File: src/rtl/lsu_mem_arbiter.sv
// Shares the single data-memory port between load issue (LDQ) and store commit (SDQ).
// One transaction in flight; loads win unless the head store is urgent or has been starved.
module lsu_mem_arbiter #(
    parameter int  LDQ_ENTRIES  = 8,
    parameter int  STARVE_LIMIT = 4,
    localparam int IW           = $clog2(LDQ_ENTRIES)
) (
    input  logic          clk_i,
    input  logic          rst_i,
    input  logic          ld_vld_i,
    input  logic [31:0]   ld_addr_i,
    input  logic [IW-1:0] ld_idx_i,
    output logic          ld_issue_en_o,
    input  logic          st_vld_i,
    input  logic          st_urgent_i,
    input  logic [31:0]   st_addr_i,
    input  logic [31:0]   st_data_i,
    input  logic [3:0]    st_be_i,
    output logic          st_grant_o,
    output logic          mem_req_vld_o,
    output logic          mem_req_we_o,
    output logic [31:0]   mem_req_addr_o,
    output logic [31:0]   mem_req_wdata_o,
    output logic [3:0]    mem_req_be_o,
    input  logic          mem_req_rdy_i,
    input  logic          mem_resp_vld_i,
    input  logic [31:0]   mem_resp_rdata_i,
    output logic          ld_wb_vld_o,
    output logic [IW-1:0] ld_wb_idx_o,
    output logic [31:0]   ld_wb_data_o,
    output logic          busy_o
);

    // state | meaning
    // IDLE  | arbitrating; a load or a store may be accepted this cycle
    // REQ   | latched request presented to memory, held until mem_req_rdy_i
    // WAIT  | request taken by memory; waiting for read data or write ack
    typedef enum logic [1:0] {IDLE, REQ, WAIT} state_t;

    localparam int                SCW        = $clog2(STARVE_LIMIT + 1);
    localparam logic [SCW-1:0]    STARVE_MAX = SCW'(STARVE_LIMIT);

    state_t           state_q, state_d;
    logic [SCW-1:0]   starve_cnt_q, starve_cnt_d;
    logic             req_we_q, req_we_d;
    logic [31:0]      req_addr_q, req_addr_d;
    logic [31:0]      req_wdata_q, req_wdata_d;
    logic [3:0]       req_be_q, req_be_d;
    logic [IW-1:0]    req_idx_q, req_idx_d;
    logic             wb_vld_q, wb_vld_d;
    logic [IW-1:0]    wb_idx_q, wb_idx_d;
    logic [31:0]      wb_data_q, wb_data_d;
    logic             st_prio;
    logic             ld_accept;

    always_comb begin
        st_prio       = st_vld_i & (st_urgent_i | (starve_cnt_q == STARVE_MAX));
        // The enable must not look at ld_vld_i: the LDQ derives its valid from it.
        ld_issue_en_o = (state_q == IDLE) & ~st_prio;
        ld_accept     = ld_issue_en_o & ld_vld_i;
        st_grant_o    = (state_q == IDLE) & st_vld_i & ~ld_accept;

        state_d      = state_q;
        starve_cnt_d = starve_cnt_q;
        req_we_d     = req_we_q;
        req_addr_d   = req_addr_q;
        req_wdata_d  = req_wdata_q;
        req_be_d     = req_be_q;
        req_idx_d    = req_idx_q;
        wb_vld_d     = 1'b0;
        wb_idx_d     = wb_idx_q;
        wb_data_d    = wb_data_q;

        case (state_q)
            IDLE: begin
                if (ld_accept) begin
                    state_d    = REQ;
                    req_we_d   = 1'b0;
                    req_addr_d = ld_addr_i;
                    req_idx_d  = ld_idx_i;
                    req_be_d   = 4'hF;
                    if (st_vld_i && starve_cnt_q != STARVE_MAX)
                        starve_cnt_d = starve_cnt_q + SCW'(1);
                end else if (st_vld_i) begin
                    state_d      = REQ;
                    req_we_d     = 1'b1;
                    req_addr_d   = st_addr_i;
                    req_wdata_d  = st_data_i;
                    req_be_d     = st_be_i;
                    starve_cnt_d = '0;
                end
            end
            REQ: begin
                if (mem_req_rdy_i)
                    state_d = WAIT;
            end
            WAIT: begin
                if (mem_resp_vld_i) begin
                    state_d = IDLE;
                    if (!req_we_q) begin
                        wb_vld_d  = 1'b1;
                        wb_idx_d  = req_idx_q;
                        wb_data_d = mem_resp_rdata_i;
                    end
                end
            end
            default: state_d = IDLE;
        endcase

        if (!st_vld_i)
            starve_cnt_d = '0;
    end

    always_ff @(posedge clk_i or posedge rst_i) begin
        if (rst_i) begin
            state_q      <= IDLE;
            starve_cnt_q <= '0;
            req_we_q     <= 1'b0;
            req_addr_q   <= '0;
            req_wdata_q  <= '0;
            req_be_q     <= '0;
            req_idx_q    <= '0;
            wb_vld_q     <= 1'b0;
            wb_idx_q     <= '0;
            wb_data_q    <= '0;
        end else begin
            state_q      <= state_d;
            starve_cnt_q <= starve_cnt_d;
            req_we_q     <= req_we_d;
            req_addr_q   <= req_addr_d;
            req_wdata_q  <= req_wdata_d;
            req_be_q     <= req_be_d;
            req_idx_q    <= req_idx_d;
            wb_vld_q     <= wb_vld_d;
            wb_idx_q     <= wb_idx_d;
            wb_data_q    <= wb_data_d;
        end
    end

    assign mem_req_vld_o   = (state_q == REQ);
    assign mem_req_we_o    = req_we_q;
    assign mem_req_addr_o  = req_addr_q;
    assign mem_req_wdata_o = req_wdata_q;
    assign mem_req_be_o    = req_be_q;
    assign ld_wb_vld_o     = wb_vld_q;
    assign ld_wb_idx_o     = wb_idx_q;
    assign ld_wb_data_o    = wb_data_q;
    assign busy_o          = (state_q != IDLE);

endmodule
File: config.mk
export PLATFORM = sky130hd
export DESIGN_NAME = lsu_mem_arbiter
export DESIGN_NICKNAME = d
export VERILOG_FILES = /design/src/rtl/lsu_mem_arbiter.sv
export SDC_FILE = /design/constraint.sdc
export NUM_CORES = 1
export LEC_CHECK = 0
export CORE_MARGIN = 2
export CORE_UTILIZATION = 39
export DETAILED_ROUTE_END_ITERATION = 10
export GPL_ROUTABILITY_DRIVEN = 1
export PLACE_DENSITY = 0.8
export SLEW_MARGIN = 20
export SYNTH_ARGS = -nofsm -noshare
export SYNTH_HDL_FRONTEND = slang
export SYNTH_SLANG_ARGS = --single-unit
File: constraint.sdc
create_clock -name clk_i -period 4.4 [get_ports clk_i]
set_clock_uncertainty 0.05 [all_clocks]
set_input_delay 0.88 -clock clk_i [delete_from_list [all_inputs] [get_ports clk_i]]
set_output_delay 0.88 -clock clk_i [all_outputs]
set_load 0.03 [all_outputs]
# Word-level counts from Yosys, hierarchy flattened
# Index checks and enable logic that the tools add are counted.
# classes
n_addsub	1
n_eq_ne	9
mux	18
n_bitwise	9
n_reduce_logical	10
# ops
cell	n
32-bit 2-to-1 mux	2
3-bit 2-to-1 mux	4
3-bit AND reduction	3
2-bit 2-to-1 mux	4
4-bit 2-to-1 mux	2
3-bit != test (second input constant)	2
2-bit one-hot mux with 3 select lines	1
2-bit AND reduction	3
1-bit bitwise AND	5
1-bit 2-to-1 mux	5
2-bit by 1-bit != test with 1-bit output (second input constant)	2
2-bit nonzero test	2
3-bit by 1-bit adder with 3-bit output (second input constant)	1
3-bit == test (second input constant)	1
3-bit by 2-bit != test with 1-bit output (second input constant)	1
1-bit inverter	3
2-bit by 1-bit == test with 1-bit output (second input constant)	1
2-bit == test (second input constant)	1
2-bit zero test	1
2-bit != test (second input constant)	1
1-bit logical AND	1
1-bit OR	1
# word_totals
register_bits	113
in_bits	142
out_inout_bits	109
wordCells	57

# Depth between registers and ports, before layout
# depth
ltp_word	9
mapped_depth	8

# Worst setup path after synthesis
# OpenSTA, ideal clock, no wires.
# synth_path
path_kind	in2out
from	in st_urgent_i
to	out st_grant_o
arrival_time_ns	1.824
slack_ns	1.646
stages	5
n_path_buf	2
cell_sequence	and2b_1 > a211o_4 > clkinv_2 > buf_8 > buf_4
# synth_between
elab_chain_cells	7
# synth_lines
item	line	text
start, declared	15	input logic st_urgent_i,
1-bit OR	57	st_prio = st_vld_i & (st_urgent_i | (starve_cnt_q == STARVE_MAX));
1-bit bitwise AND	57	
1-bit inverter	59	ld_issue_en_o = (state_q == IDLE) & ~st_prio;
1-bit bitwise AND	59	
1-bit bitwise AND	60	ld_accept = ld_issue_en_o & ld_vld_i;
1-bit inverter (no source line)	--	
1-bit bitwise AND	61	st_grant_o = (state_q == IDLE) & st_vld_i & ~ld_accept;
end, declared	19	output logic st_grant_o,
# No other way between the ends.

# Final worst setup path
# Same ends and word-level chain as after synthesis.

==> summary.md <==
| Metric | Value |
|---|---|
| Status | finished, final reports clean |
| Synth-to-Final Area Change | 69.2% |
| Number of storage elements in the synthesis netlist | 113 |
| Setup Buffers After CTS | 0 |
| Hold path startpoint | mem_req_be_o[1]$_DFFE_PP0P_ |
| Min Clock Period, post-route | 3.64 ns |
| Slew HR | 29.4% |
| Final count of negative-setup-slack endpoints | 0 |
| Net count of the mapped netlist | 454 |
| Worst voltage drop across the vdd grid | 0.000452 V |
| Proportion of layout cells with a drive suffix above 1 | 19.1% |
| Hold Path End | mem_req_be_o[1]$_DFFE_PP0P_ |
| Clock tree from TritonCTS | yes |
| Clk_lat worst skew | 0.40 ns |
| Worst hold path depth | 1 |
| Setup TNS | 0 ns |
| Achievable Freq | 274 MHz |
| Setup slack after placement | 0.766 ns |
| CTS Root Buffer Type | clkbuf_16 |
| Part of the total power dissipated in sequential elements | 28.5% |
| Yosys warns | 0 |
| Max-cap violations | 0 |
| Number of endpoints with negative hold slack in the final report | 0 |
| NetSw | 0.00239 W |
| Routed length per placed instance | 18.0 um |
| Number of buffers and inverters on the critical path | 3 |
| Detail-routed via count per cell | 5.09 |
| Xor/xnor cell area share of the yosys netlist | 0% |
| Number of slew-limit violations in the final report | 0 |
| Fraction of power spent switching nets | 37.6% |
| GRT Overall Usage | 20.5% |
| Number of input and output port buffers inserted | 250 |
| Total leakage power | 3.23 nW |
| Critical Path, Cell by Cell | clkdlybuf4s50_1 -> and2b_1 -> a211o_4 -> clkinv_2 -> clkdlybuf4s50_1 |
| Synthesized area divided by synthesized cell count | 14.9 um2 |
| Remaining DRCs | 0 |
| Kind of cell with the highest combined delay on the critical path | buffers and inverters |
| Critical Path End Type | primary output |
| Area share of fa/ha/maj cells after synthesis | 0.543% |
| CTS Buf Count | 17 |
| Depth of the worst register-to-register path | 7 |
| Unrepaired setup endpoints after global routing | no |
| Worst hold path class | reg2reg |
| Most common cell after layout, fill and taps aside | clkdlybuf4s50_1 |
| Num rows | 39 |
| Maximum buffer depth of the clock tree | 2 |
| Most used DFF post-synth | dfrtp_1 |
| Setup ws final | 0.755 ns |
| WP data required | 3.47 ns |
| Syn Inst Count | 310 |
| Power density over cell area | 814 nW/um2 |
| Number of top-level design ports | 251 |
| Share of async-settable or async-resettable flops after synthesis | 100% |
| Final weighted congestion in routability-driven placement | 0.834 |
| Area of the die | 12700 um2 |
| Data arrival at the endpoint of the critical path | 2.71 ns |
| Most frequent cell on the critical path | clkdlybuf4s50_1 |
| Vertical die dimension | 113 um |
| Core Area | 11500 um2 |
| Final cell count without fillers | 719 |
| Number of antenna violations at the first check in global routing | 0 |
| Simple-gate share of the synthesized area | 2.28% |
| Slowest-stage cell, CP | clkdlybuf4s50_1 |
| Diode count | 0 |
| Clock power frac | 21.9% |
| Initial cell density of the core | 40.2% |
| Detailed Routing Iterations Pass 1 | 5 |
| Clk slew on worst S/H paths | 0.05 ns |
| Classification of the worst setup path | in2out |
| Worst-case register-to-register setup slack | 1.89 ns |
| Critical path depth in cells | 5 |
| Main combinational cell family by area after synthesis | multiplexers |
| Complex-gate fraction of the synthesized area | 14.5% |
| DRC violation total after the first TritonRoute iteration | 215 |
| Routed wire length | 12900 um |
| Commonest non-fill, non-tap cells in the layout | clkdlybuf4s50_1 (250), dfrtp_1 (113), mux2_2 (64) |
| Instance count after placement with tap cells included | 687 |
| CTS sink count | 113 |
| Reg-to-reg endpoint | mem_req_wdata_o[23]$_DFFE_PP0P_ |
| Maximum fanout along the worst path | 5 |
| Horizontal die dimension | 113 um |
| Hold buffers post-CTS | 0 |
| Final antenna-violating net count | 0 |
| Kind of start point of the critical path | input pin |
| PostCTS Resize Cnt | 0 |
| Stage delay of the slowest cell on the critical path | 0.66 ns |
| Via total after detailed routing | 3659 |
| Library cells used by synthesis | 33 |
| Post-synthesis sequential area ratio | 61.3% |
| Largest net degree at the start of global routing | 66 |
| Summed instance area of the synthesized netlist | 4610 um2 |
| Combinational fraction of design power | 49.6% |
| CTS H-tree lvls | 4 |
| Portion of netlist area occupied by mux cells | 17.6% |
| Number of flops mapped to enable cells by yosys | 0 |
| Actual slew at the worst max-slew pin | 1.06 ns |
| Internal power | 0.00396 W |
| Post-detailed-placement half-perimeter wirelength | 9390 um |
| Via count of the first global-routing pass | 3945 |
| Count of nets after finishing | 707 |
| Total global routing overflow | 0 |
| Crit Reg-Reg Startpoint | starve_cnt_q[0]$_DFFE_PP0P_ |
| First-pass GRT wire length | 20200 um |
| Part of the cycle the worst path needs | 82.8% |
[worst max path at each step]
stage | from | endpoint | slack [ns]
global placement | st_urgent_i | st_grant_o | 0.77
finish | st_urgent_i | st_grant_o | 0.76
detailed placement | st_urgent_i | st_grant_o | 0.77
floorplan | rst_i | ld_wb_data_o[0]$_DFFE_PP0P_ | 0.48
global route | st_urgent_i | st_grant_o | 0.71
CTS | st_urgent_i | st_grant_o | 0.75
[area by class of cell]
type,instances,area (um2)
well taps,143,179
multi-input cells,168,1610
clock buffers,21,440
fillers,851,3670
inverters,7,30.0
flip-flops and latches,113,2830
clock inverters,11,163
repair buffers,256,2550
[power groups by stage]
| stage | logic, W | clock network [W] | registers (W) |
|---|---|---|---|
| finish | 0.00315 | 0.00139 | 0.00181 |
| global route | 0.00330 | 0.00148 | 0.00187 |
| CTS | 0.00318 | 0.00142 | 0.00181 |
| detailed placement | 0.00316 | 0 | 0.00182 |
| global placement | 0.00312 | 0 | 0.00179 |
| floorplan | 0.000903 | 0 | 0.00274 |
[logic make-up after synthesis]
kind of cell,Yosys count
muxes,70
DFF,113
and+or+nand+nor,18
adders and majority gates,2
buffers and inverters,29
AOI/OAI and AO/OA,78
[through the flow]
step	power, W	hold WS [ns]	cell area [um2]	utilization [%]
floorplan	0.00365	0.425	4610	-
global placement	0.00491	0.432	7200	62.8
detailed placement	0.00498	0.430	7200	62.8
CTS	0.00641	0.441	7800	68.0
global route	0.00665	0.466	7800	68.0
finish	0.00635	0.440	7800	68.0
[synthesized netlist by cell type, drive strengths merged, types with 2 or more instances]
library cell | n | area, um2
a21boi | 32 | 240
a21oi | 3 | 15.0
a221o | 32 | 320
and2 | 2 | 12.5
buf | 15 | 120
clkbuf | 7 | 26.3
dfrtp | 113 | 2830
ha | 2 | 25.0
inv | 6 | 22.5
mux2 | 70 | 811
nand2 | 5 | 18.8
nand2b | 2 | 12.5
nand4 | 2 | 12.5
o21ai | 3 | 15.0
o22a | 4 | 35.0
[layer usage]
metal	GRT usage, %	share of wire (%)	routed length (um)
met3	7.93	8.5	1100
met1	23.2	38	4930
met5	0	0	0
met2	34.9	51	6610
met4	8.13	2.3	293
[flip-flops by register name, indices dropped and copies added (netlist names)]
signal,flops
ld_wb_data_o,32
ld_wb_vld_o,1
mem_req_wdata_o,32
mem_req_be_o,4
state_q,2
ld_wb_idx_o,3
mem_req_addr_o,32
mem_req_we_o,1
starve_cnt_q,3
req_idx_q,3
Power figures use the tool's default switching activity.
